### src/rtl/axi_arb_pkg.sv
// axi_arb_pkg: shared encodings for the IFU/LSU AXI4 arbiter
//   state_e      : arbiter FSM states
//   RESP_*       : AXI response codes (RESP_DECERR doubles as the watchdog code)
//   BURST_INCR   : burst type driven on ar/aw
//   ID_IFU/LSU   : AXI ids identifying the owner of a read
package axi_arb_pkg;
   typedef enum logic [2:0] {IDLE, RD_AR, RD_R, WR_AW, WR_B} state_e;
   localparam logic [1:0] RESP_OKAY   = 2'b00;
   localparam logic [1:0] RESP_SLVERR = 2'b10;
   localparam logic [1:0] RESP_DECERR = 2'b11;
   localparam logic [1:0] BURST_INCR  = 2'b01;
   localparam logic [3:0] ID_IFU      = 4'd0;
   localparam logic [3:0] ID_LSU      = 4'd1;
   localparam logic [2:0] SIZE_WORD   = 3'd2;
endpackage

### src/rtl/axi_arb_rr.sv
// axi_arb_rr: two-way round-robin picker
//   req_ifu_i / req_lsu_i : pending requests
//   last_i                : last grant (0 = IFU, 1 = LSU)
//   gnt_o                 : one-hot grant, bit 0 = IFU, bit 1 = LSU
module axi_arb_rr
   import axi_arb_pkg::*;
(
   input  logic       req_ifu_i,
   input  logic       req_lsu_i,
   input  logic       last_i,
   output logic [1:0] gnt_o
);
   // on a tie the requester not granted last wins
   assign gnt_o[0] = req_ifu_i & (~req_lsu_i | last_i);
   assign gnt_o[1] = req_lsu_i & (~req_ifu_i | ~last_i);
endmodule

### src/rtl/axi_arbiter.sv
// axi_arbiter: shares one AXI4 master port between IFU fetches and LSU accesses
//   clock, reset (async, active low)
//   ifu_*        : fetch request/grant/done/data/resp
//   lsu_*        : load/store request/grant/done/data/resp
//   timeout_flag : sticky watchdog error (only with AXI_ARB_TIMEOUT_EN)
//   io_master_*  : AXI4 master bundle, single beat, one transaction outstanding
// Optional feature: define AXI_ARB_TIMEOUT_EN to enable the response watchdog.
module axi_arbiter
   import axi_arb_pkg::*;
#(
   parameter int TIMEOUT_CYCLES = 1024
) (
   input  logic        clock,
   input  logic        reset,
   input  logic        ifu_req,
   input  logic [31:0] ifu_addr,
   output logic        ifu_gnt,
   output logic        ifu_done,
   output logic [31:0] ifu_rdata,
   output logic [1:0]  ifu_resp,
   input  logic        lsu_req,
   input  logic        lsu_we,
   input  logic [31:0] lsu_addr,
   input  logic [31:0] lsu_wdata,
   input  logic [3:0]  lsu_wstrb,
   input  logic [2:0]  lsu_size,
   output logic        lsu_gnt,
   output logic        lsu_done,
   output logic [31:0] lsu_rdata,
   output logic [1:0]  lsu_resp,
`ifdef AXI_ARB_TIMEOUT_EN
   output logic        timeout_flag,
`endif
   input  logic        io_master_awready,
   output logic        io_master_awvalid,
   output logic [31:0] io_master_awaddr,
   output logic [3:0]  io_master_awid,
   output logic [7:0]  io_master_awlen,
   output logic [2:0]  io_master_awsize,
   output logic [1:0]  io_master_awburst,
   input  logic        io_master_wready,
   output logic        io_master_wvalid,
   output logic [31:0] io_master_wdata,
   output logic [3:0]  io_master_wstrb,
   output logic        io_master_wlast,
   output logic        io_master_bready,
   input  logic        io_master_bvalid,
   input  logic [1:0]  io_master_bresp,
   input  logic [3:0]  io_master_bid,
   input  logic        io_master_arready,
   output logic        io_master_arvalid,
   output logic [31:0] io_master_araddr,
   output logic [3:0]  io_master_arid,
   output logic [7:0]  io_master_arlen,
   output logic [2:0]  io_master_arsize,
   output logic [1:0]  io_master_arburst,
   output logic        io_master_rready,
   input  logic        io_master_rvalid,
   input  logic [1:0]  io_master_rresp,
   input  logic [31:0] io_master_rdata,
   input  logic        io_master_rlast,
   input  logic [3:0]  io_master_rid
);
   state_e      state_q, state_d;
   logic        last_q, last_d;
   logic        owner_q, owner_d;
   logic [31:0] addr_q, addr_d;
   logic [31:0] wdata_q, wdata_d;
   logic [3:0]  wstrb_q, wstrb_d;
   logic [2:0]  size_q, size_d;
   logic        aw_done_q, aw_done_d;
   logic        w_done_q, w_done_d;
   logic        ifu_done_q, ifu_done_d;
   logic        lsu_done_q, lsu_done_d;
   logic [31:0] rdata_q, rdata_d;
   logic [1:0]  resp_q, resp_d;
   logic [1:0]  pick;
   logic        can_gnt;
   logic        aw_ok, w_ok;
   logic        unused_in;

   // single beats only; ids and rlast carry no extra information here
   assign unused_in = ^{io_master_bid, io_master_rid, io_master_rlast};

   axi_arb_rr u_rr (
      .req_ifu_i (ifu_req),
      .req_lsu_i (lsu_req),
      .last_i    (last_q),
      .gnt_o     (pick)
   );

   // no grant while a done pulse is out, so a new grant trails done by a cycle
   assign can_gnt = reset & (state_q == IDLE) & ~ifu_done_q & ~lsu_done_q;
   assign ifu_gnt = can_gnt & pick[0];
   assign lsu_gnt = can_gnt & pick[1];

   assign io_master_arvalid = state_q == RD_AR;
   assign io_master_araddr  = addr_q;
   assign io_master_arid    = owner_q ? ID_LSU : ID_IFU;
   assign io_master_arlen   = 8'd0;
   assign io_master_arsize  = size_q;
   assign io_master_arburst = BURST_INCR;
   assign io_master_awvalid = (state_q == WR_AW) & ~aw_done_q;
   assign io_master_awaddr  = addr_q;
   assign io_master_awid    = ID_LSU;
   assign io_master_awlen   = 8'd0;
   assign io_master_awsize  = size_q;
   assign io_master_awburst = BURST_INCR;
   assign io_master_wvalid  = (state_q == WR_AW) & ~w_done_q;
   assign io_master_wdata   = wdata_q;
   assign io_master_wstrb   = wstrb_q;
   assign io_master_wlast   = io_master_wvalid;
   // ready in IDLE drains beats left over from an abandoned transaction
   assign io_master_rready  = (state_q == IDLE) | (state_q == RD_R);
   assign io_master_bready  = (state_q == IDLE) | (state_q == WR_B);

   assign ifu_done  = ifu_done_q;
   assign lsu_done  = lsu_done_q;
   assign ifu_rdata = rdata_q;
   assign lsu_rdata = rdata_q;
   assign ifu_resp  = resp_q;
   assign lsu_resp  = resp_q;

   assign aw_ok = aw_done_q | io_master_awready;
   assign w_ok  = w_done_q | io_master_wready;

`ifdef AXI_ARB_TIMEOUT_EN
   localparam int CNT_W = $clog2(TIMEOUT_CYCLES + 1);
   logic [CNT_W-1:0] cnt_q, cnt_d;
   logic             tmo_q, tmo_d;
   assign timeout_flag = tmo_q;
`else
   localparam int unused_timeout = TIMEOUT_CYCLES;
`endif

   always_comb begin
      state_d    = state_q;
      last_d     = last_q;
      owner_d    = owner_q;
      addr_d     = addr_q;
      wdata_d    = wdata_q;
      wstrb_d    = wstrb_q;
      size_d     = size_q;
      aw_done_d  = aw_done_q;
      w_done_d   = w_done_q;
      ifu_done_d = 1'b0;
      lsu_done_d = 1'b0;
      rdata_d    = rdata_q;
      resp_d     = resp_q;
      case (state_q)
         IDLE: if (ifu_gnt | lsu_gnt) begin
            last_d  = lsu_gnt;
            owner_d = lsu_gnt;
            addr_d  = lsu_gnt ? lsu_addr : ifu_addr;
            wdata_d = lsu_wdata;
            wstrb_d = lsu_wstrb;
            size_d  = lsu_gnt ? lsu_size : SIZE_WORD;
            state_d = (lsu_gnt & lsu_we) ? WR_AW : RD_AR;
         end
         RD_AR: if (io_master_arready) state_d = RD_R;
         RD_R: if (io_master_rvalid) begin
            state_d    = IDLE;
            ifu_done_d = ~owner_q;
            lsu_done_d = owner_q;
            rdata_d    = io_master_rdata;
            resp_d     = io_master_rresp;
         end
         WR_AW: begin
            // aw and w complete independently; leave once both have
            state_d   = (aw_ok & w_ok) ? WR_B : WR_AW;
            aw_done_d = aw_ok & ~w_ok;
            w_done_d  = w_ok & ~aw_ok;
         end
         WR_B: if (io_master_bvalid) begin
            state_d    = IDLE;
            lsu_done_d = 1'b1;
            resp_d     = io_master_bresp;
         end
         default: state_d = IDLE;
      endcase
`ifdef AXI_ARB_TIMEOUT_EN
      // loaded with 1 at the grant edge, so cnt_q equals cycles since grant
      cnt_d = (state_q == IDLE) ? CNT_W'(1) : cnt_q + CNT_W'(1);
      tmo_d = tmo_q;
      if (state_q != IDLE && state_d != IDLE && cnt_q == CNT_W'(TIMEOUT_CYCLES - 1)) begin
         state_d    = IDLE;
         ifu_done_d = ~owner_q;
         lsu_done_d = owner_q;
         resp_d     = RESP_DECERR;
         aw_done_d  = 1'b0;
         w_done_d   = 1'b0;
         tmo_d      = 1'b1;
      end
`endif
   end

   always_ff @(posedge clock or negedge reset) begin
      if (!reset) begin
         state_q    <= IDLE;
         last_q     <= 1'b0;
         owner_q    <= 1'b0;
         addr_q     <= '0;
         wdata_q    <= '0;
         wstrb_q    <= '0;
         size_q     <= '0;
         aw_done_q  <= 1'b0;
         w_done_q   <= 1'b0;
         ifu_done_q <= 1'b0;
         lsu_done_q <= 1'b0;
         rdata_q    <= '0;
         resp_q     <= RESP_OKAY;
`ifdef AXI_ARB_TIMEOUT_EN
         cnt_q      <= '0;
         tmo_q      <= 1'b0;
`endif
      end else begin
         state_q    <= state_d;
         last_q     <= last_d;
         owner_q    <= owner_d;
         addr_q     <= addr_d;
         wdata_q    <= wdata_d;
         wstrb_q    <= wstrb_d;
         size_q     <= size_d;
         aw_done_q  <= aw_done_d;
         w_done_q   <= w_done_d;
         ifu_done_q <= ifu_done_d;
         lsu_done_q <= lsu_done_d;
         rdata_q    <= rdata_d;
         resp_q     <= resp_d;
`ifdef AXI_ARB_TIMEOUT_EN
         cnt_q      <= cnt_d;
         tmo_q      <= tmo_d;
`endif
      end
   end
endmodule

### config.mk
export PLATFORM = sky130hd
export DESIGN_NAME = axi_arbiter
export DESIGN_NICKNAME = d
export VERILOG_FILES = /design/src/rtl/axi_arb_pkg.sv /design/src/rtl/axi_arb_rr.sv /design/src/rtl/axi_arbiter.sv
export SDC_FILE = /design/constraint.sdc
export NUM_CORES = 1
export LEC_CHECK = 0
export CAP_MARGIN = 10
export CELL_PAD_IN_SITES_DETAIL_PLACEMENT = 1
export CELL_PAD_IN_SITES_GLOBAL_PLACEMENT = 1
export CORE_MARGIN = 2
export CORE_UTILIZATION = 26
export DETAILED_ROUTE_END_ITERATION = 7
export PLACE_DENSITY = 0.91
export SLEW_MARGIN = 25
export SYNTH_ARGS = -nofsm -noshare
export SYNTH_HDL_FRONTEND = slang
export SYNTH_SLANG_ARGS = --single-unit
### constraint.sdc
create_clock -name clock -period 1.91 [get_ports clock]
set_input_delay 0.2865 -clock clock [delete_from_list [all_inputs] [get_ports clock]]
set_output_delay 0.2865 -clock clock [all_outputs]
set_load 0.1 [all_outputs]
==> run metrics <==
Worst R2R Setup Slack roughly 70 ps; antenna-violating nets left 0; unrepaired setup endpoints after global routing yes; Setup TNS -91.2 ps; drt total wl roughly 18000 µm; sequential element share of the synthesized area approximately 50%; pre-CTS setup slack -3.95 ps; Worst Path Arrival about 1700 ps; Final Max Slew Viols 0; Core ar. roughly 21000 µm²; HPWL Detailed 14600 µm; IO Pins between 300 and 400; crit-path cells nor3_4, nand3_4, a211oi_4, buf_12; Async SR Flop Fraction between 90% and 100%; Layout area overhead 65.5%; global-route usage over all layers between 10% and 20%; CP bufs+invs 1; routed length on met2 a little over 10000 µm; Port-buffer cells approximately 330; Tightest Hold Check Type input port to flip-flop; crit-path max cell delay approximately 410 ps; clock buffer depth 2; status finished, violations left; CTS clk-pin slew, worst paths roughly 60 ps; Synth top cells by count dfrtp_1, buf_4, mux2_4, nand2_1; crit path time final approximately 2000 ps; Die Wd roughly 150 µm; Synth top area share roughly 50%; Slowest-stage cell, CP dfrtp_1; final setup fails 4; n_diodes 0; row count 53; WS Path Type flip-flop to primary output; cell taking the most area after synthesis dfrtp_1; CTS tree done; Unique masters post-synth 35; total CTS buffers 17; first-pass GRT wire length between 20000 and 30000 µm; Pre-antenna DRT Iters 4; Initial Util between 20% and 30%; final worst slack -42.7 ps; Final nets 906; DRC viols 0; crit path capture type primary output; clk sinks 113; layout cells sized above 1 around 44%; Max-slew headroom 66.6%; Filler cells between 2k and 2.5k; Synth Instances 458; total of max-cap violations 0; Root Driver clkbuf_16; Final Hold Fails 0; total global routing overflow 0; EDFF count, synth 0; Avg Cell Area, Syn about 12 µm²; count leader, synth dfrtp_1; Post-Syn Area 5590 µm²; dominant synthesized flop cell dfrtp_1; vias per cell 4.26; failing checks setup timing; 1st-iter DRT viols 99; Die ar. ~23000 µm²; Vias between 4k and 5k; worst-skew pair later-pin latency between 400 and 500 ps; worst-margin pin slew between 400 and 500 ps; met1 WL approximately 6600 µm; CP required between 1500 and 2000 ps; critical path startpoint category flip-flop; clock skew roughly 14 ps; CP top delay family simple AND/OR/NAND/NOR gates; Hold Crit Depth 3; Met3 Wirelength roughly 1400 µm; synth top area cells dfrtp_1, buf_4, mux2_4; Crit path depth 4; gpl congestion 0.719; Seq cells post-synth between 100 and 150; die height around 150 µm; Synth Warn # 0; worst reg2reg path depth 7; number of global-route vias before repair about 4.7k; Final Cycle Share 102%; Max Clk Rate about 0.51 GHz; CP max FO 3; routed len/inst between 15 and 20 µm; initial antenna violation count 0; largest net degree at the start of global routing 92; top layer in use met4; H-tree depth 4
==> what timing repair did <==
item                                   CTS  global route
hold buffers                             1             0
pin swaps                                5             6
endpoints found under the hold margin   22             0
setup endpoints to repair                5             6
resized for setup                        7             2
buffers inserted                         2             5
==> cell families after synthesis <==
kind of cell    count (synthesis)  share of synthesized area (%)
compound gates                 51                           5.19
mux                           100                           21.8
flops                         113                           50.6
other cells                     2                          0.134
buf+inv                       124                           16.1
simple gates                   68                           6.09
==> cell type report <==
| cell class | instances | area (µm²) | area share [%] |
|---|---|---|---|
| clock buffers | 18 | 439 | 4.75 |
| clock inverters | 14 | 225 | 2.43 |
| inverters | 4 | 15.0 | 0.162 |
| multi-input cells | 246 | 2030 | 22.0 |
| flip-flops and latches | 113 | 2840 | 30.7 |
| well taps | 275 | 344 | 3.72 |
| repair buffers | 366 | 3360 | 36.3 |
==> worst paths after layout <==
check / startpoint / endpoint
min reg2reg: io_master_wdata[26] / io_master_wdata[26]
min in group asynchronous: reset / state_q[2]
max in group asynchronous: reset / ifu_rdata[18]
min: lsu_size[1] / io_master_arsize[1]
max reg2reg: state_q[0] / io_master_wdata[0]
max: state_q[0] / ifu_gnt
==> metal layers <==
metal	up-vias	track usage (%)
li1	2013	-
met1	2164	16.8
met2	218	29.7
met3	16	4.45
met4	0	4.63
met5	-	0
==> registers in the layout, indices dropped and copies added, names as in the netlist <==
name,flops
aw_done_q,1
owner_q,1
lsu_done,1
io_master_araddr,32
io_master_wstrb,4
ifu_resp,2
ifu_rdata,32
io_master_wdata,32
state_q,3
io_master_arsize,3
ifu_done,1
w_done_q,1
==> cells in the final DEF (no fill, tap or decap), types with 8 or more instances in the layout <==
| master | n |
|---|---|
| mux2_4 | 36 |
| o21ai_1 | 8 |
| mux2_2 | 32 |
| nand2_1 | 36 |
| clkbuf_16 | 17 |
| buf_12 | 18 |
| nor2_1 | 14 |
| buf_4 | 196 |
| conb_1 | 27 |
| mux2i_1 | 32 |
| clkdlybuf4s50_1 | 147 |
| dfrtp_1 | 111 |
| o21ai_0 | 26 |
==> per-stage QoR <==
stage               hold slack (ps)  instances  utilization [%]  cell area [µm²]
floorplan                     -9.09        483                -             5740
global placement                403        996             40.2             8480
detailed placement              408        996             40.2             8480
CTS                             425       1031             43.7             9210
global route                    429       1036             43.9             9250
finish                          438       1036             43.9             9250
==> worst register-to-register path, cell delays in order, from the launching register on <==
cell	delay, ps
dfrtp_1	410
nor3_4	260
buf_4	150
buf_4	110
nand4b_4	120
buf_12	170
buf_12	190
mux2_4	310
Power is left out: the tool's default activity adds up to more than one toggle a clock period on the data nets, which glitch-free logic cannot reach.
